[src/rtl/decode_issue_ctrl.sv]
// Packet buffer and issue controller between the fetch FIFO and the dual decoder.
// Splits serialising packets into single-slot issues and holds issue behind a commit lock.
module decode_issue_ctrl #(
    parameter int unsigned DEPTH  = 4,
    parameter int unsigned DATA_W = 128
) (
    input  logic                       clk,
    input  logic                       rst_n,
    input  logic                       flush_i,
    input  logic                       in_valid,
    output logic                       in_ready,
    input  logic [1:0]                 in_mask,
    input  logic [1:0]                 in_serial,
    input  logic [DATA_W-1:0]          in_data,
    output logic                       out_valid,
    input  logic                       out_ready,
    output logic [1:0]                 out_mask,
    output logic [DATA_W-1:0]          out_data,
    input  logic                       rob_empty_i,
    input  logic                       serial_done_i,
    output logic [$clog2(DEPTH):0]     count_o,
    output logic                       lock_o
);

    localparam int unsigned AW = $clog2(DEPTH);
    localparam int unsigned CW = AW + 1;

    typedef enum logic {
        ST_NORM = 1'b0,
        ST_HALF = 1'b1
    } state_t;

    state_t state, state_nxt;

    logic [1:0]        mem_mask   [DEPTH];
    logic [1:0]        mem_serial [DEPTH];
    logic [DATA_W-1:0] mem_data   [DEPTH];

    logic [AW-1:0] wr_ptr, rd_ptr;
    logic [CW-1:0] count;
    logic          lock, lock_nxt;

    logic          empty, push, pop, handshake;
    logic [1:0]    head_mask, head_serial, issue_mask;
    logic          sel_serial, split, drop;

    assign empty       = (count == '0);
    assign head_mask   = mem_mask[rd_ptr];
    assign head_serial = mem_serial[rd_ptr];

    assign in_ready  = (count < CW'(DEPTH)) && !flush_i;
    assign push      = in_valid && in_ready;
    assign out_valid = !empty && !lock && !flush_i && (issue_mask != 2'b00)
                       && (!sel_serial || rob_empty_i);
    assign handshake = out_valid && out_ready;
    // Empty-mask entries are discarded without a handshake; split packets stay for slot 1.
    assign pop       = drop || (handshake && !split);

    assign out_mask = issue_mask;
    assign out_data = mem_data[rd_ptr];
    assign count_o  = count;
    assign lock_o   = lock;

    // Slot selection for the head entry
    always_comb begin
        issue_mask = 2'b00;
        sel_serial = 1'b0;
        split      = 1'b0;
        drop       = 1'b0;
        if (!empty) begin
            if (state == ST_HALF) begin
                issue_mask = 2'b10;
                sel_serial = head_serial[1];
            end else begin
                case (head_mask)
                    2'b00: drop = 1'b1;
                    2'b11: begin
                        if (head_serial == 2'b00) begin
                            issue_mask = 2'b11;
                        end else begin
                            issue_mask = 2'b01;
                            sel_serial = head_serial[0];
                            split      = 1'b1;
                        end
                    end
                    default: begin
                        issue_mask = head_mask;
                        sel_serial = |(head_serial & head_mask);
                    end
                endcase
            end
        end
    end

    // Next state and lock; flush dominates, lock set beats serial_done
    always_comb begin
        state_nxt = state;
        lock_nxt  = lock;
        if (flush_i) begin
            state_nxt = ST_NORM;
            lock_nxt  = 1'b0;
        end else begin
            if (handshake) begin
                if (state == ST_HALF) begin
                    state_nxt = ST_NORM;
                end else if (split) begin
                    state_nxt = ST_HALF;
                end
            end
            if (handshake && sel_serial) begin
                lock_nxt = 1'b1;
            end else if (serial_done_i) begin
                lock_nxt = 1'b0;
            end
        end
    end

    always_ff @(posedge clk or negedge rst_n) begin
        if (!rst_n) begin
            state  <= ST_NORM;
            lock   <= 1'b0;
            wr_ptr <= '0;
            rd_ptr <= '0;
            count  <= '0;
        end else begin
            state <= state_nxt;
            lock  <= lock_nxt;
            if (flush_i) begin
                wr_ptr <= '0;
                rd_ptr <= '0;
                count  <= '0;
            end else begin
                if (push) wr_ptr <= wr_ptr + AW'(1);
                if (pop)  rd_ptr <= rd_ptr + AW'(1);
                count <= count + CW'(push) - CW'(pop);
            end
        end
    end

    // Payload storage carries no reset; occupancy guards every read
    always_ff @(posedge clk) begin
        if (push) begin
            mem_mask[wr_ptr]   <= in_mask;
            mem_serial[wr_ptr] <= in_serial;
            mem_data[wr_ptr]   <= in_data;
        end
    end

endmodule

[config.mk]
export PLATFORM = sky130hd
export DESIGN_NAME = decode_issue_ctrl
export DESIGN_NICKNAME = d
export VERILOG_FILES = /design/src/rtl/decode_issue_ctrl.sv
export SDC_FILE = /design/constraint.sdc
export NUM_CORES = 1
export LEC_CHECK = 0
export CORE_ASPECT_RATIO = 0.75
export CORE_MARGIN = 2
export CORE_UTILIZATION = 35
export CTS_BUF_LIST = sky130_fd_sc_hd__clkbuf_8
export DETAILED_ROUTE_END_ITERATION = 10
export HOLD_SLACK_MARGIN = 0.12
export SLEW_MARGIN = 20
export SYNTH_ARGS = -nofsm -noshare
export SYNTH_HDL_FRONTEND = slang
export SYNTH_SLANG_ARGS = --single-unit
[constraint.sdc]
create_clock -name clk -period 9.4 [get_ports clk]
set_input_delay 2.82 -clock clk [delete_from_list [all_inputs] [get_ports clk]]
set_output_delay 2.82 -clock clk [all_outputs]
set_load 0.05 [all_outputs]
==> impl_metrics.py, run 1 <==
metrics = {
    "sta": {
        "tightest_slew_ns": 0.980,
        "hold_violations": 0,
        "rsz0062_at_grt": "no",
        "period_share": 0.820,
        "fmax_mhz": 130,
        "tns_ns": 0,
        "finalCriticalPeriod_ns": 7.71,
        "fin_skew_ns": 0.0320,
        "drv_slew": 0,
        "setup_viol": 0,
        "max-slew-margin-rel": 0.347,
    },
    "setup_path": {
        "path_class": "input pin to primary output",
        "critPathArrivalTime_ns": 4.89,
        "cpPeakStageDelay_ns": 0.81,
        "worstSetupEndpointType": "primary output",
        "critical-path-top-delay-family": "buffers and inverters",
        "crit_required_ns": 6.58,
        "path_cells": "clkdlybuf4s50_1, a2111o_1, nor2_1, clkdlybuf4s50_1",
        "critPathBufInv": 2,
        "cp_slowest_cell": "clkdlybuf4s50_1",
        "critical_path.max_fanout": 12,
        "start_kind": "input pin",
        "crit_top_cell": "clkdlybuf4s50_1",
    },
    "synthesis": {
        "syn_area_per_cell_sq_um": 25.1,
        "syn_area_sq_um": 19700,
        "syn_inst": 785,
        "synth.ff_latch_count": 537,
        "synth_edf_count": 528,
        "synth-main-ff-cell": "edfxtp_1",
        "ys_types": 39,
        "async_reset_ff_frac": 0.0168,
        "ys.warnings.count": 0,
        "ys_seq_area_frac": 0.815,
        "synth_nets": 933,
    },
    "routing": {
        "via_count": 9172,
        "wl_mm": 39.8,
        "drc": 0,
        "drtPass1Iterations": 5,
        "wl_per_cell_um": 20.7,
        "vias_per_cell": 4.76,
        "ant_nets": 0,
        "drtIter0Drc": 521,
    },
    "global_route": {
        "antenna_found_initial": 5,
        "grt_max_degree": 133,
        "grt_pass1_vias": 9962,
        "grt.total_usage": 0.138,
        "grt_overflow_total": 0,
        "grt_pass1_wl_mm": 60.7,
    },
    "min_path": {
        "worstHoldPathType": "flip-flop to flip-flop",
    },
    "cts": {
        "cts_tree": "yes",
        "clk_pin_slew_ns": 0.06,
        "ctsHoldBuffers": 0,
        "post_cts_buffers": 0,
        "cts_sinks": 537,
        "clock-root-buffer": "clkbuf_8",
        "h-tree-depth": 3,
        "ctsResizeCount": 0,
        "clockBufferDepth": 3,
        "worstSkewPairLatency_ns": 0.66,
        "cts_buffers": 88,
    },
    "cells_and_area": {
        "drive_above_1_share": 0.219,
        "stdcell_count": 1925,
        "mostFrequentLayoutCells": "edfxtp_1, clkdlybuf4s50_1, mux4_2, clkbuf_8, inv_1",
        "fillers": 4754,
        "syn2layout_area_growth_pct": 26.8,
        "final_net_count": 1277,
        "num_antenna_cells": 0,
        "final_common_cell": "edfxtp_1",
    },
    "pwr": {
        "vdd_ir_drop_max_mv": 0.164,
        "p_sw_frac": 0.331,
        "clockPowerShare": 0.276,
        "leakagePower_nw": 7.90,
        "p_sw_mw": 2.25,
        "pwr-share-comb": 0.302,
        "p_int_mw": 4.56,
        "powerDensity_nw_per_um2": 272,
        "seqPwrFrac": 0.422,
    },
    "floorplan": {
        "fp-row-count": 75,
        "fp.dieH_um": 210,
        "dieArea_sq_um": 58300,
        "core-area_sq_um": 55800,
        "die_w_um": 278,
        "start_util": 0.354,
        "io_pins": 275,
    },
    "place": {
        "port_buffers": 274,
        "dpl.hpwl_mm": 22.1,
        "gp_congestion": 0.718,
        "dp_cells": 1770,
    },
    "job": {
        "drv_cap": 0,
    },
    "run_status": {
        "outcome": "complete, no violations",
    },
}
## layout make-up
class                           instances  area, sq um  share of cell area
Timing Repair Buffer                  285         2850               0.114
Multi-Input combinational cell        201         3490               0.139
Sequential cell                       537        16100               0.643
Clock inverter                         66          399              0.0159
Inverter                               16         60.1             0.00240
Tap cell                              731          915              0.0365
Clock buffer                           89         1220              0.0489
## cells in the mapped netlist (2+ instances only)
cell      number  area [sq um]
a2111o_1       2          22.5
and2_1         2          12.5
and3_1         5          31.3
buf_1         12          45.0
clkbuf_1      17          63.8
dfrtp_1        9           225
edfxtp_1     528         15900
ha_1           8           100
inv_1         16          60.1
mux2_2         5          56.3
mux2i_1        4          40.0
mux4_2       129          2910
nand2_1        4          15.0
nand3_1        2          10.0
nor2_1         9          33.8
nor2b_1        5          31.3
nor3_1         2          10.0
o21ai_0        2          10.0
o31ai_1        2          15.0
or2_2          2          12.5
xnor2_1        2          17.5
## power groups by stage
stage | Clock, mW | Combinational [mW] | Sequential, mW
2_1_floorplan | 0 | 1.42 | 2.92
3_3_place_gp | 0 | 2.09 | 2.92
3_5_place_dp | 0 | 2.09 | 2.93
4_1_cts | 1.96 | 2.10 | 2.88
5_1_grt | 2.06 | 2.17 | 2.89
6_report | 1.88 | 2.06 | 2.87
## cells by family (layout without fill, tap and decap cells)
kind of cell / after synthesis / in the layout / share of synthesized area
buffers and inverters: 47 / 456 / 0.00951
adders and majority gates: 9 / 9 / 0.00609
xor gates and xnor gates: 3 / 3 / 0.00133
and+or+nand+nor: 34 / 34 / 0.00900
AOI/OAI and AO/OA: 15 / 15 / 0.00602
muxes: 140 / 140 / 0.153
DFF: 537 / 537 / 0.815
## tightest hold or removal path, cell delays in order, from the launching register on
cell,delay (ns)
dfrtp_1,0.40
inv_1,0.06
o32ai_1,0.07
## state kept, by name, summed over array words and instances, names as in the netlist
| name | flops |
|---|---|
| mem_data | 512 |
| mem_mask | 8 |
| mem_serial | 8 |
| count_o | 3 |
| rd_ptr | 2 |
| wr_ptr | 2 |
| lock_o | 1 |
| state | 1 |
## path summary, 6_finish.rpt
| path | from | depth (start not counted) | to | slack [ns] |
|---|---|---|---|---|
| min reg2reg | lock_o | 2 | lock_o | 0.58 |
| min | lock_o | 2 | lock_o | 0.58 |
| max reg2reg | rd_ptr[1] | 16 | count_o[2] | 4.88 |
| max in group asynchronous | rst_n | 1 | rd_ptr[0] | 6.57 |
| min in group asynchronous | rst_n | 1 | count_o[2] | 2.48 |
| max | flush_i | 4 | out_valid | 1.69 |
## layer usage
layer	routed length (um)	global-route usage
met1	17300	0.182
met4	929	0.0475
met2	18200	0.209
met3	3250	0.0571
met5	63	0
## stage by stage
stage,setup slack [ns],hold WS (ns),instance area [sq um],util,power [mW]
after detailed placement,1.69,0.565,23400,0.419,5.02
after CTS,1.69,0.578,25000,0.448,6.93
after global routing,1.64,0.612,25000,0.448,7.12
final,1.69,0.579,25000,0.448,6.81
after floorplan,2.09,0.562,19700,-,4.34
after global placement,1.71,0.570,23400,0.419,5.00
No activity file was read; power rests on OpenSTA's default activity.
==> run 2: changes to the inputs <==
- clock period: 9.4 -> 8.1 ns (I/O delays scaled with it)
==> impl_metrics.py, run 2 (synthesis results as in run 1) <==
metrics = {
    "setup_path": {
        "path_class": "input pin to primary output",
        "critPathArrivalTime_ns": 4.51,
        "critical_path.max_fanout": 12,
        "r2r-start": "rd_ptr[1]",
        "crit_required_ns": 5.67,
        "worstSetupEndpointType": "primary output",
        "crit_start": "flush_i",
        "start_kind": "input pin",
    },
    "cts": {
        "clockBufferDepth": 3,
        "ctsResizeCount": 0,
        "worstSkewPairLatency_ns": 0.64,
        "cts_sinks": 537,
        "cts_buffers": 87,
        "post_cts_buffers": 0,
        "clock-root-buffer": "clkbuf_8",
        "ctsHoldBuffers": 0,
        "h-tree-depth": 3,
        "clk_pin_slew_ns": 0.06,
        "cts_tree": "yes",
    },
    "cells_and_area": {
        "design_area_sq_um": 25100,
        "final_net_count": 1276,
        "drive_above_1_share": 0.223,
        "fillers": 4739,
        "stdcell_count": 1931,
        "syn2layout_area_growth_pct": 27.1,
        "final_common_cell": "edfxtp_1",
        "regMostFlops": "mem_data",
        "largest_reg_flops": 512,
        "fin_util": 0.449,
        "mostFrequentLayoutCells": "edfxtp_1, clkdlybuf4s50_1, mux4_2, clkbuf_8, inv_1",
        "reg_top3": "mem_data: 512 flops, mem_mask: 8 flops, mem_serial: 8 flops",
    },
    "floorplan": {
        "dieArea_sq_um": 58300,
        "start_util": 0.354,
        "io_pins": 275,
        "fp-row-count": 75,
        "core-area_sq_um": 55800,
        "fp.dieH_um": 210,
        "die_w_um": 278,
    },
    "pwr": {
        "powerDensity_nw_per_um2": 317,
        "p_sw_frac": 0.329,
        "vdd_ir_drop_max_mv": 0.210,
        "p_sw_mw": 2.61,
        "leakagePower_nw": 7.93,
        "p_int_mw": 5.33,
        "seqPwrFrac": 0.419,
        "clockPowerShare": 0.280,
        "total_power_mw": 7.94,
        "pwr-share-comb": 0.301,
    },
    "routing": {
        "ant_nets": 0,
        "wl_mm": 39.9,
        "drc": 0,
        "wl_per_cell_um": 20.6,
        "drtIter0Drc": 444,
        "via_count": 9223,
        "vias_per_cell": 4.78,
        "drtPass1Iterations": 4,
    },
    "sta": {
        "period_share": 0.856,
        "finalCriticalPeriod_ns": 6.94,
        "tightest_slew_ns": 0.982,
        "fin_skew_ns": 0.0187,
        "fmax_mhz": 144,
        "hold_violations": 0,
        "max-slew-margin-rel": 0.345,
        "hold_ws_ns": 0.591,
        "tns_ns": 0,
        "rsz0062_at_grt": "no",
        "timing.final.ws_setup_ns": 1.16,
        "setup_viol": 0,
        "drv_slew": 0,
    },
    "global_route": {
        "grt_pass1_vias": 9996,
        "grt.total_usage": 0.138,
        "grt_pass1_wl_mm": 60.6,
        "antenna_found_initial": 4,
        "grt_max_degree": 96,
        "grt_overflow_total": 0,
    },
    "min_path": {
        "worstHoldStart": "lock_o",
        "worstHoldPathType": "flip-flop to flip-flop",
    },
    "place": {
        "dp_cells": 1770,
        "gp_congestion": 0.711,
        "port_buffers": 274,
        "dpl.hpwl_mm": 22.8,
        "place_area_sq_um": 23400,
        "place_ws_ns": 1.16,
    },
    "run_status": {
        "outcome": "complete, no violations",
    },
    "job": {
        "drv_cap": 0,
    },
}
run 2: final cells by class:
cell class,count,area [sq um],share of cell area
diodes,2,5.00,0.000200
repair buffers,285,2880,0.115
clock buffers,90,1240,0.0494
well taps,731,915,0.0365
inverters,16,60.1,0.00239
clock inverters,69,413,0.0165
multi-input cells,201,3490,0.139
flip-flops and latches,537,16100,0.641
run 2: power by group through the flow:
stage               logic, mW  clock network [mW]  registers [mW]
floorplan                1.65                   0            3.39
global placement         2.42                   0            3.38
detailed placement       2.43                   0            3.39
CTS                      2.44                2.32            3.33
global route             2.51                2.43            3.35
finish                   2.39                2.23            3.33
run 2: worst max-delay path, stage by stage:
cell and delay [ns]:
clkdlybuf4s50_1 0.62, a2111o_1 0.51, nor2_1 0.13, clkdlybuf4s50_1 0.81
run 2: per-layer routing:
layer | part of all wire | GRT usage | wire length [um]
met1 | 0.43 | 0.177 | 17300
met2 | 0.46 | 0.214 | 18500
met3 | 0.078 | 0.0561 | 3120
met4 | 0.023 | 0.0477 | 900
met5 | 0.0013 | 0 | 53
run 2: worst paths after layout:
kind                            slack (ns)          to  depth (start not counted)
worst min-delay path                  0.59      lock_o                          2
worst max register to register        3.68  count_o[2]                         16
worst min register to register        0.59      lock_o                          2
max in group asynchronous             5.66   rd_ptr[0]                          1
worst max-delay path                  1.16   out_valid                          4
min in group asynchronous             2.10  count_o[2]                          1
==> run 3: changes to the inputs <==
- REMOVE_ABC_BUFFERS: unset -> 1
- SLEW_MARGIN: 20 -> 0
==> impl_metrics.py, run 3 (synthesis results as in run 1) <==
metrics = {
    "cells_and_area": {
        "regMostFlops": "mem_data",
        "syn2layout_area_growth_pct": 26.3,
        "reg_top3": "mem_data: 512 flops, mem_mask: 8 flops, mem_serial: 8 flops",
        "final_net_count": 1273,
        "drive_above_1_share": 0.210,
        "largest_reg_flops": 512,
        "design_area_sq_um": 24900,
        "final_common_cell": "edfxtp_1",
        "mostFrequentLayoutCells": "edfxtp_1, clkdlybuf4s50_1, mux4_2, clkbuf_8, inv_1",
    },
    "pwr": {
        "vdd_ir_drop_max_mv": 0.177,
        "powerDensity_nw_per_um2": 312,
        "leakagePower_nw": 7.85,
    },
    "sta": {
        "finalCriticalPeriod_ns": 6.93,
        "drv_slew": 0,
        "rsz0062_at_grt": "no",
        "fin_skew_ns": 0.0284,
        "max-slew-margin-rel": 0.313,
        "setup_viol": 0,
        "period_share": 0.856,
        "fmax_mhz": 144,
        "tightest_slew_ns": 1.03,
        "hold_violations": 0,
        "tns_ns": 0,
        "hold_ws_ns": 0.581,
    },
    "min_path": {
        "worstHoldStart": "lock_o",
        "worstHoldPathType": "flip-flop to flip-flop",
    },
    "run_status": {
        "outcome": "complete, no violations",
    },
    "cts": {
        "post_cts_buffers": 0,
        "worstSkewPairLatency_ns": 0.65,
        "cts_sinks": 537,
        "ctsHoldBuffers": 0,
        "h-tree-depth": 3,
        "cts_buffers": 85,
        "ctsResizeCount": 0,
        "clk_pin_slew_ns": 0.07,
        "clockBufferDepth": 3,
        "cts_tree": "yes",
        "clock-root-buffer": "clkbuf_8",
    },
    "routing": {
        "drtPass1Iterations": 4,
        "drtIter0Drc": 504,
        "wl_per_cell_um": 20.5,
        "drc": 0,
        "ant_nets": 0,
        "vias_per_cell": 4.80,
        "via_count": 9195,
        "wl_mm": 39.2,
    },
    "global_route": {
        "antenna_found_initial": 5,
        "grt_pass1_vias": 9927,
        "grt_overflow_total": 0,
        "grt.total_usage": 0.135,
        "grt_max_degree": 133,
        "grt_pass1_wl_mm": 59.5,
    },
    "floorplan": {
        "io_pins": 275,
        "dieArea_sq_um": 58300,
        "die_w_um": 278,
        "core-area_sq_um": 55800,
        "fp-row-count": 75,
        "start_util": 0.354,
        "fp.dieH_um": 210,
    },
    "place": {
        "port_buffers": 274,
        "dpl.hpwl_mm": 22.1,
        "place_area_sq_um": 23400,
        "gp_congestion": 0.770,
    },
    "setup_path": {
        "r2r-start": "rd_ptr[1]",
        "worstSetupEndpointType": "primary output",
        "critPathArrivalTime_ns": 4.50,
        "start_kind": "input pin",
        "critical_path.max_fanout": 12,
        "path_class": "input pin to primary output",
        "crit_start": "flush_i",
        "crit_required_ns": 5.67,
    },
    "job": {
        "drv_cap": 0,
    },
}
==> run 3: changes by cell type in the layout (fill, tap and decap cells not counted) <==
| cell | previous run | this run |
|---|---|---|
| buf_12 | 4 | 5 |
| buf_4 | 7 | 5 |
| bufinv_16 | 4 | 1 |
| clkbuf_8 | 90 | 85 |
| clkinv_1 | 21 | 22 |
| clkinv_2 | 13 | 3 |
| clkinv_4 | 0 | 1 |
| clkinv_8 | 0 | 2 |
| clkinvlp_4 | 2 | 0 |
| diode_2 | 2 | 1 |
| inv_1 | 41 | 43 |
| inv_12 | 0 | 2 |
| inv_8 | 2 | 0 |
==> run 3: where the power goes <==
group / leakage, nW / switching [mW] / internal, mW
registers: 4.91 / 0.0507 / 3.26
clock network: 0.857 / 1.03 / 1.02
logic: 2.09 / 1.51 / 0.906
==> run 3: area by class of cell <==
class | instances | area, sq um
diodes | 1 | 2.50
clock buffers | 85 | 1170
clock inverters | 60 | 320
fillers | 4695 | 30900
inverters | 16 | 60.1
multi-input cells | 201 | 3490
flip-flops and latches | 537 | 16100
well taps | 731 | 915
repair buffers | 284 | 2880
==> run 3: critical path, cell delays in order <==
cell             delay (ns)
clkdlybuf4s50_1        0.62
a2111o_1               0.52
nor2_1                 0.12
clkdlybuf4s50_1        0.81
==> run 3: final timing paths <==
check,endpoint,slack (ns),cells after the start
worst max-delay path,out_valid,1.17,4
worst min-delay path,lock_o,0.58,2
worst max register to register,count_o[2],3.70,16
worst min register to register,lock_o,0.58,2
max in group asynchronous,rd_ptr[0],5.69,1
min in group asynchronous,count_o[0],2.08,1
==> run 3: stage by stage <==
| stage | worst slack (ns) | cells | utilization | power [mW] |
|---|---|---|---|---|
| after floorplan | -2.51 | 754 | - | 5.08 |
| after global placement | 1.17 | 1769 | 0.420 | 5.81 |
| after detailed placement | 1.17 | 1769 | 0.420 | 5.82 |
| after CTS | 1.12 | 1914 | 0.446 | 7.91 |
| after global routing | 0.923 | 1914 | 0.446 | 8.11 |
| final | 1.17 | 1915 | 0.446 | 7.77 |
==> run 3: per-layer routing <==
layer / routed length, um / track usage / share of wire
met3: 3490 / 0.0611 / 0.089
met4: 900 / 0.0464 / 0.023
met2: 18300 / 0.209 / 0.47
met5: 77 / 0 / 0.0020
met1: 16500 / 0.170 / 0.42
